[src/rtl/edge_detector_bank_if.sv]
// Event-queue handshake bundle for edge_detector_bank: head entry, occupancy,
// and the valid/ready pop handshake.
interface edge_detector_bank_if #(
  parameter int unsigned CHANNELS   = 8,
  parameter int unsigned FIFO_DEPTH = 4
);
  logic                          evt_valid;
  logic                          evt_ready;
  logic [CHANNELS-1:0]           evt_rise;
  logic [CHANNELS-1:0]           evt_fall;
  logic [$clog2(FIFO_DEPTH):0]   evt_count;

  modport master (
    output evt_valid, evt_rise, evt_fall, evt_count,
    input  evt_ready
  );

  modport slave (
    input  evt_valid, evt_rise, evt_fall, evt_count,
    output evt_ready
  );
endinterface

[src/rtl/edge_detector_bank.sv]
// Multi-channel debounced edge detector with a buffered event FIFO.
// Define EDGE_DETECTOR_BANK_SYNC_EN to add a two-flop input synchroniser.
module edge_detector_bank #(
  parameter int unsigned         CHANNELS    = 8,
  parameter int unsigned         HOLD_COUNT  = 31,
  parameter logic [CHANNELS-1:0] RESET_LEVEL = '0,
  parameter int unsigned         FIFO_DEPTH  = 4
) (
  input  logic                clk,
  input  logic                reset_n,
  input  logic [CHANNELS-1:0] signal_in,
  input  logic [CHANNELS-1:0] chan_en,
  output logic [CHANNELS-1:0] level,
  output logic [CHANNELS-1:0] rising,
  output logic [CHANNELS-1:0] falling,
  output logic                overflow,
  input  logic                overflow_clr,
  edge_detector_bank_if.master evt
);

  localparam int unsigned CW = $clog2(HOLD_COUNT + 1);
  localparam int unsigned AW = $clog2(FIFO_DEPTH);
  localparam int unsigned EW = 2 * CHANNELS;
  localparam logic [CW-1:0] CNT_LAST = CW'(HOLD_COUNT - 1);
  localparam logic [AW:0]   FULL_CNT = (AW+1)'(FIFO_DEPTH);

  logic [CHANNELS-1:0] s;

`ifdef EDGE_DETECTOR_BANK_SYNC_EN
  logic [CHANNELS-1:0] sync1, sync2;

  always_ff @(posedge clk or negedge reset_n) begin
    if (!reset_n) begin
      sync1 <= RESET_LEVEL;
      sync2 <= RESET_LEVEL;
    end else begin
      sync1 <= signal_in;
      sync2 <= sync1;
    end
  end

  assign s = sync2;
`else
  assign s = signal_in;
`endif

  logic [CW-1:0]       cnt     [CHANNELS];
  logic [CW-1:0]       cnt_nxt [CHANNELS];
  logic [CHANNELS-1:0] accept, rise_nxt, fall_nxt;

  always_comb begin
    for (int unsigned i = 0; i < CHANNELS; i++) begin
      accept[i]  = 1'b0;
      cnt_nxt[i] = '0;
      if (s[i] != level[i]) begin
        if (cnt[i] == CNT_LAST) accept[i] = 1'b1;
        else                    cnt_nxt[i] = cnt[i] + 1'b1;
      end
    end
  end

  assign rise_nxt = accept &  s & chan_en;
  assign fall_nxt = accept & ~s & chan_en;

  always_ff @(posedge clk or negedge reset_n) begin
    if (!reset_n) begin
      level   <= RESET_LEVEL;
      rising  <= '0;
      falling <= '0;
      for (int unsigned i = 0; i < CHANNELS; i++) cnt[i] <= '0;
    end else begin
      level   <= level ^ accept;
      rising  <= rise_nxt;
      falling <= fall_nxt;
      for (int unsigned i = 0; i < CHANNELS; i++) cnt[i] <= cnt_nxt[i];
    end
  end

  logic [EW-1:0] mem [FIFO_DEPTH];
  logic [AW-1:0] wr_ptr, rd_ptr, rd_nxt;
  logic [AW:0]   count, count_nxt;
  logic          push, pop, full, wr_en, valid_q;
  logic [EW-1:0] wr_data, head_q, head_nxt;

  assign push    = |(rise_nxt | fall_nxt);
  assign full    = (count == FULL_CNT);
  assign pop     = (count != '0) && evt.evt_ready;
  assign wr_en   = push && (!full || pop);
  assign wr_data = {rise_nxt, fall_nxt};
  assign rd_nxt  = pop ? rd_ptr + 1'b1 : rd_ptr;

  always_comb begin
    count_nxt = count;
    if (wr_en && !pop)      count_nxt = count + 1'b1;
    else if (!wr_en && pop) count_nxt = count - 1'b1;
  end

  // Head is registered; bypass the write data when the new head is the slot written this cycle.
  always_comb begin
    head_nxt = '0;
    if (count_nxt != '0)
      head_nxt = (wr_en && (wr_ptr == rd_nxt)) ? wr_data : mem[rd_nxt];
  end

  always_ff @(posedge clk) begin
    if (wr_en) mem[wr_ptr] <= wr_data;
  end

  always_ff @(posedge clk or negedge reset_n) begin
    if (!reset_n) begin
      wr_ptr   <= '0;
      rd_ptr   <= '0;
      count    <= '0;
      valid_q  <= 1'b0;
      head_q   <= '0;
      overflow <= 1'b0;
    end else begin
      if (wr_en) wr_ptr <= wr_ptr + 1'b1;
      rd_ptr  <= rd_nxt;
      count   <= count_nxt;
      valid_q <= (count_nxt != '0);
      head_q  <= head_nxt;
      if (push && full && !pop) overflow <= 1'b1;
      else if (overflow_clr)    overflow <= 1'b0;
    end
  end

  assign evt.evt_valid = valid_q;
  assign evt.evt_count = count;
  assign evt.evt_rise  = head_q[EW-1:CHANNELS];
  assign evt.evt_fall  = head_q[CHANNELS-1:0];

endmodule

[src/flat_wrapper.sv]
// flat-port wrapper written by rule: the top's interface ports become plain ports
module edge_detector_bank_flat 
#(
  parameter int unsigned         CHANNELS    = 8,
  parameter int unsigned         HOLD_COUNT  = 31,
  parameter logic [CHANNELS-1:0] RESET_LEVEL = '0,
  parameter int unsigned         FIFO_DEPTH  = 4
)
  (clk, reset_n, signal_in, chan_en, level, rising, falling, overflow, overflow_clr, evt_evt_valid, evt_evt_rise, evt_evt_fall, evt_evt_count, evt_evt_ready);
  edge_detector_bank_if #(.CHANNELS(CHANNELS), .FIFO_DEPTH(FIFO_DEPTH)) evt_i ();
  input  logic clk;
  input  logic reset_n;
  input  logic [CHANNELS-1:0] signal_in;
  input  logic [CHANNELS-1:0] chan_en;
  output logic [CHANNELS-1:0] level;
  output logic [CHANNELS-1:0] rising;
  output logic [CHANNELS-1:0] falling;
  output logic overflow;
  input  logic overflow_clr;
  output wire logic [$bits(evt_i.evt_valid)-1:0] evt_evt_valid;
  output wire logic [$bits(evt_i.evt_rise)-1:0] evt_evt_rise;
  output wire logic [$bits(evt_i.evt_fall)-1:0] evt_evt_fall;
  output wire logic [$bits(evt_i.evt_count)-1:0] evt_evt_count;
  input wire logic [$bits(evt_i.evt_ready)-1:0] evt_evt_ready;
  assign evt_evt_valid = evt_i.evt_valid;
  assign evt_evt_rise = evt_i.evt_rise;
  assign evt_evt_fall = evt_i.evt_fall;
  assign evt_evt_count = evt_i.evt_count;
  assign evt_i.evt_ready = evt_evt_ready;
  edge_detector_bank #(.CHANNELS(CHANNELS), .HOLD_COUNT(HOLD_COUNT), .RESET_LEVEL(RESET_LEVEL), .FIFO_DEPTH(FIFO_DEPTH)) u_core (.clk(clk), .reset_n(reset_n), .signal_in(signal_in), .chan_en(chan_en), .level(level), .rising(rising), .falling(falling), .overflow(overflow), .overflow_clr(overflow_clr), .evt(evt_i));
endmodule
[config.mk]
export PLATFORM = sky130hd
export DESIGN_NAME = edge_detector_bank_flat
export DESIGN_NICKNAME = d
export VERILOG_FILES = /design/src/rtl/edge_detector_bank_if.sv /design/src/rtl/edge_detector_bank.sv /design/src/flat_wrapper.sv
export SDC_FILE = /design/constraint.sdc
export NUM_CORES = 1
export LEC_CHECK = 0
export ABC_AREA = 1
export CORE_MARGIN = 4
export CORE_UTILIZATION = 62
export DETAILED_ROUTE_END_ITERATION = 8
export GPL_ROUTABILITY_DRIVEN = 0
export MAX_ROUTING_LAYER = met4
export PLACE_DENSITY = 0.91
export SLEW_MARGIN = 10
export SYNTH_ARGS = -nofsm -noshare
export SYNTH_HDL_FRONTEND = slang
export SYNTH_SLANG_ARGS = --single-unit
[constraint.sdc]
create_clock -name clk -period 4.1 [get_ports clk]
set_input_delay 0.82 -clock clk [delete_from_list [all_inputs] [get_ports clk]]
set_output_delay 0.82 -clock clk [all_outputs]
set_load 0.01 [all_outputs]
======== Word-level counts from Yosys, hierarchy flattened ========
Memories as Yosys holds them, arrays and structs flattened.
Index checks and enable logic that the tools add are counted.
operators by class
  bitwise logic cells ..................... 7
  $add $sub $neg .......................... 12
  reduce and logical (&&, ||, !) cells .... 15
  equal/unequal tests ..................... 18
  multiplexer cells ....................... 41
operator list
  cell                                                                 count
  5-bit 2-to-1 mux                                                     16
  5-bit by 1-bit adder with 5-bit output (second input constant)       8
  5-bit == test (second input constant)                                8
  8-bit bitwise AND                                                    4
  16-bit 2-to-1 mux                                                    2
  1-bit 2-to-1 mux                                                     20
  1-bit != test                                                        8
  8-bit NOT                                                            1
  8-bit OR                                                             1
  8-bit OR reduction                                                   1
  8-bit bitwise XOR                                                    1
  1-bit logical AND                                                    7
  3-bit 2-to-1 mux                                                     2
  3-bit nonzero test                                                   2
  2-bit by 1-bit adder with 2-bit output (second input constant)       2
  3-bit by 1-bit adder with 3-bit output (second input constant)       1
  3-bit == test (second input constant)                                1
  1-bit logical NOT                                                    3
  3-bit by 1-bit subtractor with 3-bit output (second input constant)  1
  2-bit == test                                                        1
  2-bit 2-to-1 mux                                                     1
  2-bit nonzero test                                                   1
  1-bit logical OR                                                     1
storage, ports and cells
  register bits after elaboration ......... 89
  logic and storage cells ................. 111
  memory bits (writable) .................. 64
  memories kept ........................... 1
memory list
  name        depth  bits a word  rd ports  clocked after memory_dff  wr ports  RTL line                  RTL
  u_core.mem  4      16           1         0                         1         edge_detector_bank.sv:79  logic [EW-1:0] mem [FIFO_DEPTH];

======== Depth between registers and ports, before layout ========
  word-level depth ........................ 14
  depth in mapped cells ................... 17
  depth with buffers taken out ............ 16

======== Worst setup path before layout ========
OpenSTA, ideal clock, no wires.
  path type ............................... input to register
  from .................................... input port signal_in[3]
  to ...................................... memory u_core.mem[0][0] (netlist name), enable pin
  stages .................................. 10
  data required time ...................... 3.711 ns
  setup time .............................. 0.389 ns
  setup slack ............................. 1.346 ns
  arrival time ............................ 2.365 ns
  cell sequence ........................... inv_1 nor2_2 nand2_1 nor2_1 nor2_1 nand2_1 nor2_2 nand2_2 nand2_1 nor2_1
between the ends
  word-level cells in the longest chain between the ends .. 9
  elaborated cells between the ends (all ways) .. 12
  those cells by class .................... eq/ne (1); mux (3); bitwise (6); reduce/logical (2)
ends and longest elaborated chain
  element                                     RTL line                   RTL
  start: declaration                          flat_wrapper.sv:13         input logic [CHANNELS-1:0] signal_in;
  1-bit != test                               edge_detector_bank.sv:55   if (s[i] != level[i]) begin
  1-bit 2-to-1 mux                            edge_detector_bank.sv:55
  8-bit bitwise AND (*) (2 in series)         edge_detector_bank.sv:62   assign rise_nxt = accept & s & chan_en;
  net u_core.rise_nxt[3]                      edge_detector_bank.sv:49   logic [CHANNELS-1:0] accept, rise_nxt, fall_nxt;
  8-bit OR (*)                                edge_detector_bank.sv:85   assign push = |(rise_nxt | fall_nxt);
  8-bit OR reduction (*)                      edge_detector_bank.sv:85
  1-bit logical AND (*)                       edge_detector_bank.sv:88   assign wr_en = push && (!full || pop);
  1-bit 2-to-1 mux (*)                        edge_detector_bank.sv:106  if (wr_en) mem[wr_ptr] <= wr_data;
  1-bit 2-to-1 mux (not written as such) (*)  edge_detector_bank.sv:106
  end: declaration                            edge_detector_bank.sv:79
The timed path passes the listed nets; every way through them passes the cells marked *.

======== Worst setup path after layout ========
  from .................................... register u_core.count[0] (netlist: u_core.evt.evt_count[0])
  to ...................................... register u_core.head_q[14]
between the ends
  word-level cells in the longest chain between the ends .. 10
  elaborated cells between the ends (all ways) .. 21
  those cells by class .................... add/sub (2); eq/ne (2); mux (5); reduce/logical (11); memory (1)
ends and longest elaborated chain
  element                                                 RTL line                                            RTL
  start: declaration                                      edge_detector_bank.sv:81                            logic [AW:0] count, count_nxt;
  start signal: assignment                                edge_detector_bank.sv:120                           count <= count_nxt;
  3-bit == test or 3-bit nonzero test (tied branches)     edge_detector_bank.sv:86, edge_detector_bank.sv:87
  1-bit logical NOT or 1-bit logical AND (tied branches)  edge_detector_bank.sv:88, edge_detector_bank.sv:87
  1-bit logical OR                                        edge_detector_bank.sv:88
  1-bit logical AND                                       edge_detector_bank.sv:88
  1-bit logical NOT                                       edge_detector_bank.sv:95                            else if (!wr_en && pop) count_nxt = count - 1'b1;
  1-bit logical AND                                       edge_detector_bank.sv:95
  3-bit 2-to-1 mux                                        edge_detector_bank.sv:95
  3-bit 2-to-1 mux                                        edge_detector_bank.sv:94                            if (wr_en && !pop) count_nxt = count + 1'b1;
  3-bit nonzero test                                      edge_detector_bank.sv:101                           if (count_nxt != '0)
  16-bit 2-to-1 mux (*)                                   edge_detector_bank.sv:101
  net u_core.head_nxt[14]                                 edge_detector_bank.sv:83                            logic [EW-1:0] wr_data, head_q, head_nxt;
  end signal: assignment                                  edge_detector_bank.sv:122                           head_q <= head_nxt;
  end: declaration                                        edge_detector_bank.sv:83
Marks and branches as above.
A chain may end at the register's enable or synchronous reset.

==> results.yml <==
run_status:
  status: "complete, no violations"
logic_synthesis:
  yosysMostFrequentCell: "nor2_1"
  synthAdderAreaFrac_pct: 4.15
  synth.avg_cell_area_sq_um: 9.97
  synth_seq_cells: 153
  synth_compound_area_share_pct: 7.28
  yosys.area.top_type: "dfrtp_1"
  synthSimpleGateAreaFrac_pct: 18.9
  synthTopCellsByArea: "dfrtp_1 32%, edfxtp_1 28%, nor2_1 6.7%"
  yosysWarnings: 0
  yosys-top-cells-count: "124 x nor2_1, 89 x dfrtp_1, 86 x inv_1"
  synth_top_family_by_area: "simple AND/OR/NAND/NOR gates"
  synth_nets: 738
  synth_cells: 695
  synth.distinct_cells: 35
  synth_ff_type: "dfrtp_1"
  synthMuxAreaShare_pct: 0
  synthArstFlopShare_pct: 58.2
  synthesis.area_sq_mm: 0.00693
  synth-xor-area-share_pct: 3.20
  synth_enable_flop_cells: 64
  synth_top_area_share_pct: 32.1
  seq_area_frac_synth_pct: 59.9
layout:
  fillers: 667
  antenna_cells: 0
  multi_input_area_sq_mm: 0.00232
  area_growth_pct: 20.7
  nNetsFinal: 822
  layoutNonFillerInstCount: 932
  layout-drive-gt1-share_pct: 10.9
  seq_area_sq_mm: 0.00415
pwr:
  p_switching_mw: 1.57
  leakage_nw: 3.72
  power_density_mw_per_mm2: 584
  peakVddDrop_uv: 371
  p_int_mw: 3.31
  clkPwrFrac_pct: 32.7
  seq_power_share_pct: 37.3
  p_sw_share_pct: 32.2
  combinationalPowerShare_pct: 30.0
sta:
  rsz0062_at_grt: "false"
  fin_ws_ns: 0.901
  worst_hold_slack_ns: 0.360
  fmax_mhz: 313
  period_share_pct: 78.0
  slew_viol_final: 0
  relSlewSlack_pct: 46.3
  setup_violations: 0
  worst_slew_pin_slew_ns: 0.806
  finClkSkew_ns: 0.00591
  tns_ns: 0
  min_period_ns: 3.20
  finalHoldViolCount: 0
setup_path:
  cpMostUsedCell: "nor2_1"
  critPathSlowestCell: "clkinv_1"
  crit_buf_inv: 2
  critPathKind: "register to register"
  cp-startpoint: "u_core.evt.evt_count[0]"
  start_kind: "register"
  crit_chain: "inv_1 > ha_1 > a21oi_4 > or2_2 > nand2_4 > clkinv_1 > nor2_1 > nor3_1 > nor2_1 > nand2_1 > o21ai_1 > a21oi_1"
  cp.arrival_ns: 3.58
  cpLargestDelayFamily: "simple AND/OR/NAND/NOR gates"
  max_stage_delay_ns: 0.57
  cp-end-kind: "register"
  path_max_fanout: 50
  rr_startpoint: "u_core.evt.evt_count[0]"
  crit_required_ns: 4.48
die:
  fp.dieArea_sq_mm: 0.0129
  io_pins: 65
  start_util_pct: 63.6
  die_w_microns: 114
  core_area_sq_mm: 0.0109
  die_h_microns: 114
  rows: 38
hold_path:
  hold_class: "input port to async pin"
global_routing:
  antenna_found_initial: 0
  overflow: 0
  grt_usage_pct: 27.1
  grt_max_degree: 90
  grt_pass1_vias: 5281
  grt_pass1_wl_mm: 26.2
route:
  drt_first_pass_iters: 5
  wl_per_cell_microns: 17.3
  vias: 5266
  post_drt_via_cell_ratio: 5.65
  drc_errors: 0
  drtIter0Drc: 408
  ant_nets: 0
  drt-total-wl_mm: 16.1
clock_network:
  worst_skew_pair.late_latency_ns: 0.54
  cts_resized: 0
  clock-sinks: 153
  cts-root-buf: "clkbuf_8"
  hold_buffers: 0
  cts_buffers: 17
  path_clk_slew_ns: 0.06
  htree_levels: 4
  cts_tree: "done"
  cts_buffer_depth: 2
  post-cts-setup-buffer-count: 0
job:
  maxCapViolations: 0
place:
  io_buffers: 64
  dp_hpwl_mm: 10.0
  pre_cts_ws_ns: 0.532
  dp_cells: 900
worst register-to-register path: cells and delay by family (launching register included):
family | cells | cell delay, ns
adders and majority gates | 1 | 0.27
DFF | 1 | 0.40
buffers and inverters | 2 | 0.78
AOI/OAI and AO/OA | 3 | 0.35
and+or+nand+nor | 6 | 1.24
cell usage in the layout (no fill, tap or decap), drive strengths merged:
| cell | n |
|---|---|
| o21a | 1 |
| nor2 | 133 |
| xnor2 | 8 |
| a21oi | 37 |
| ha | 23 |
| nand2 | 92 |
| or2 | 1 |
| bufinv | 4 |
| dfrtp | 89 |
| buf | 16 |
| a21o | 1 |
| edfxtp | 64 |
| o22ai | 1 |
| nor3b | 8 |
| nand4 | 1 |
| o21ai | 55 |
| clkdlybuf4s50 | 63 |
| xor2 | 13 |
| nor3 | 24 |
| clkinv | 8 |
| clkinvlp | 1 |
| clkbuf | 22 |
| nand3 | 35 |
| inv | 92 |
sequential cells by signal, indices dropped and copies added (netlist names), named ones only:
name and cells:
u_core.mem 64, u_core.cnt 40, u_core.head_q 16, u_core.falling 8
u_core.rising 8, u_core.evt.evt_count 3, u_core.rd_ptr 2, u_core.wr_ptr 2
u_core.evt.evt_valid 1, u_core.overflow 1
power by group through the flow:
stage               registers, mW  logic, mW  clock network, mW
floorplan                    1.87      0.950                  0
global placement             1.84       1.32                  0
detailed placement           1.85       1.42                  0
CTS                          1.82       1.45               1.60
global route                 1.83       1.62               1.68
finish                       1.82       1.46               1.60
routing by layer:
layer	global-route usage, %	routed length [microns]	vias to the layer above	part of all wire, %
met5	-	0	-	0
met4	9.29	456	0	2.8
met3	6.10	1060	52	6.6
met2	45.8	8420	242	52
met1	32.4	6180	2558	38
li1	-	-	2414	-
final timing paths:
check	endpoint	slack, ns	depth (start not counted)
max in group asynchronous	u_core.cnt[19]	3.21	1
min reg2reg	u_core.cnt[0]	0.49	1
min	async pin	0.36	1
max reg2reg	u_core.head_q[14]	0.90	12
max	u_core.head_q[14]	0.90	12
min in group clk	u_core.cnt[0]	0.49	1
kinds of logic after synthesis:
family / after synthesis
flops: 153
compound gates: 95
buf+inv: 109
simple gates: 294
fa+ha+maj: 23
xor+xnor: 21
metrics by stage:
step / power (mW) / cell area, sq um / utilization [%]
after floorplan: 2.82 / 6930 / -
final: 4.88 / 8360 / 76.8
after detailed placement: 3.27 / 7760 / 71.2
after global routing: 5.13 / 8360 / 76.8
after global placement: 3.16 / 7760 / 71.2
after CTS: 4.87 / 8360 / 76.8
cell type report:
cell class | count | share of cell area, %
timing repair buffer | 79 | 9.02
multi-input combinational | 433 | 27.8
clock buffer | 22 | 5.42
inverter | 95 | 4.28
tap | 140 | 2.10
clock inverter | 10 | 1.77
sequential | 153 | 49.6
Note: power is estimated with default switching activity, not from simulation.
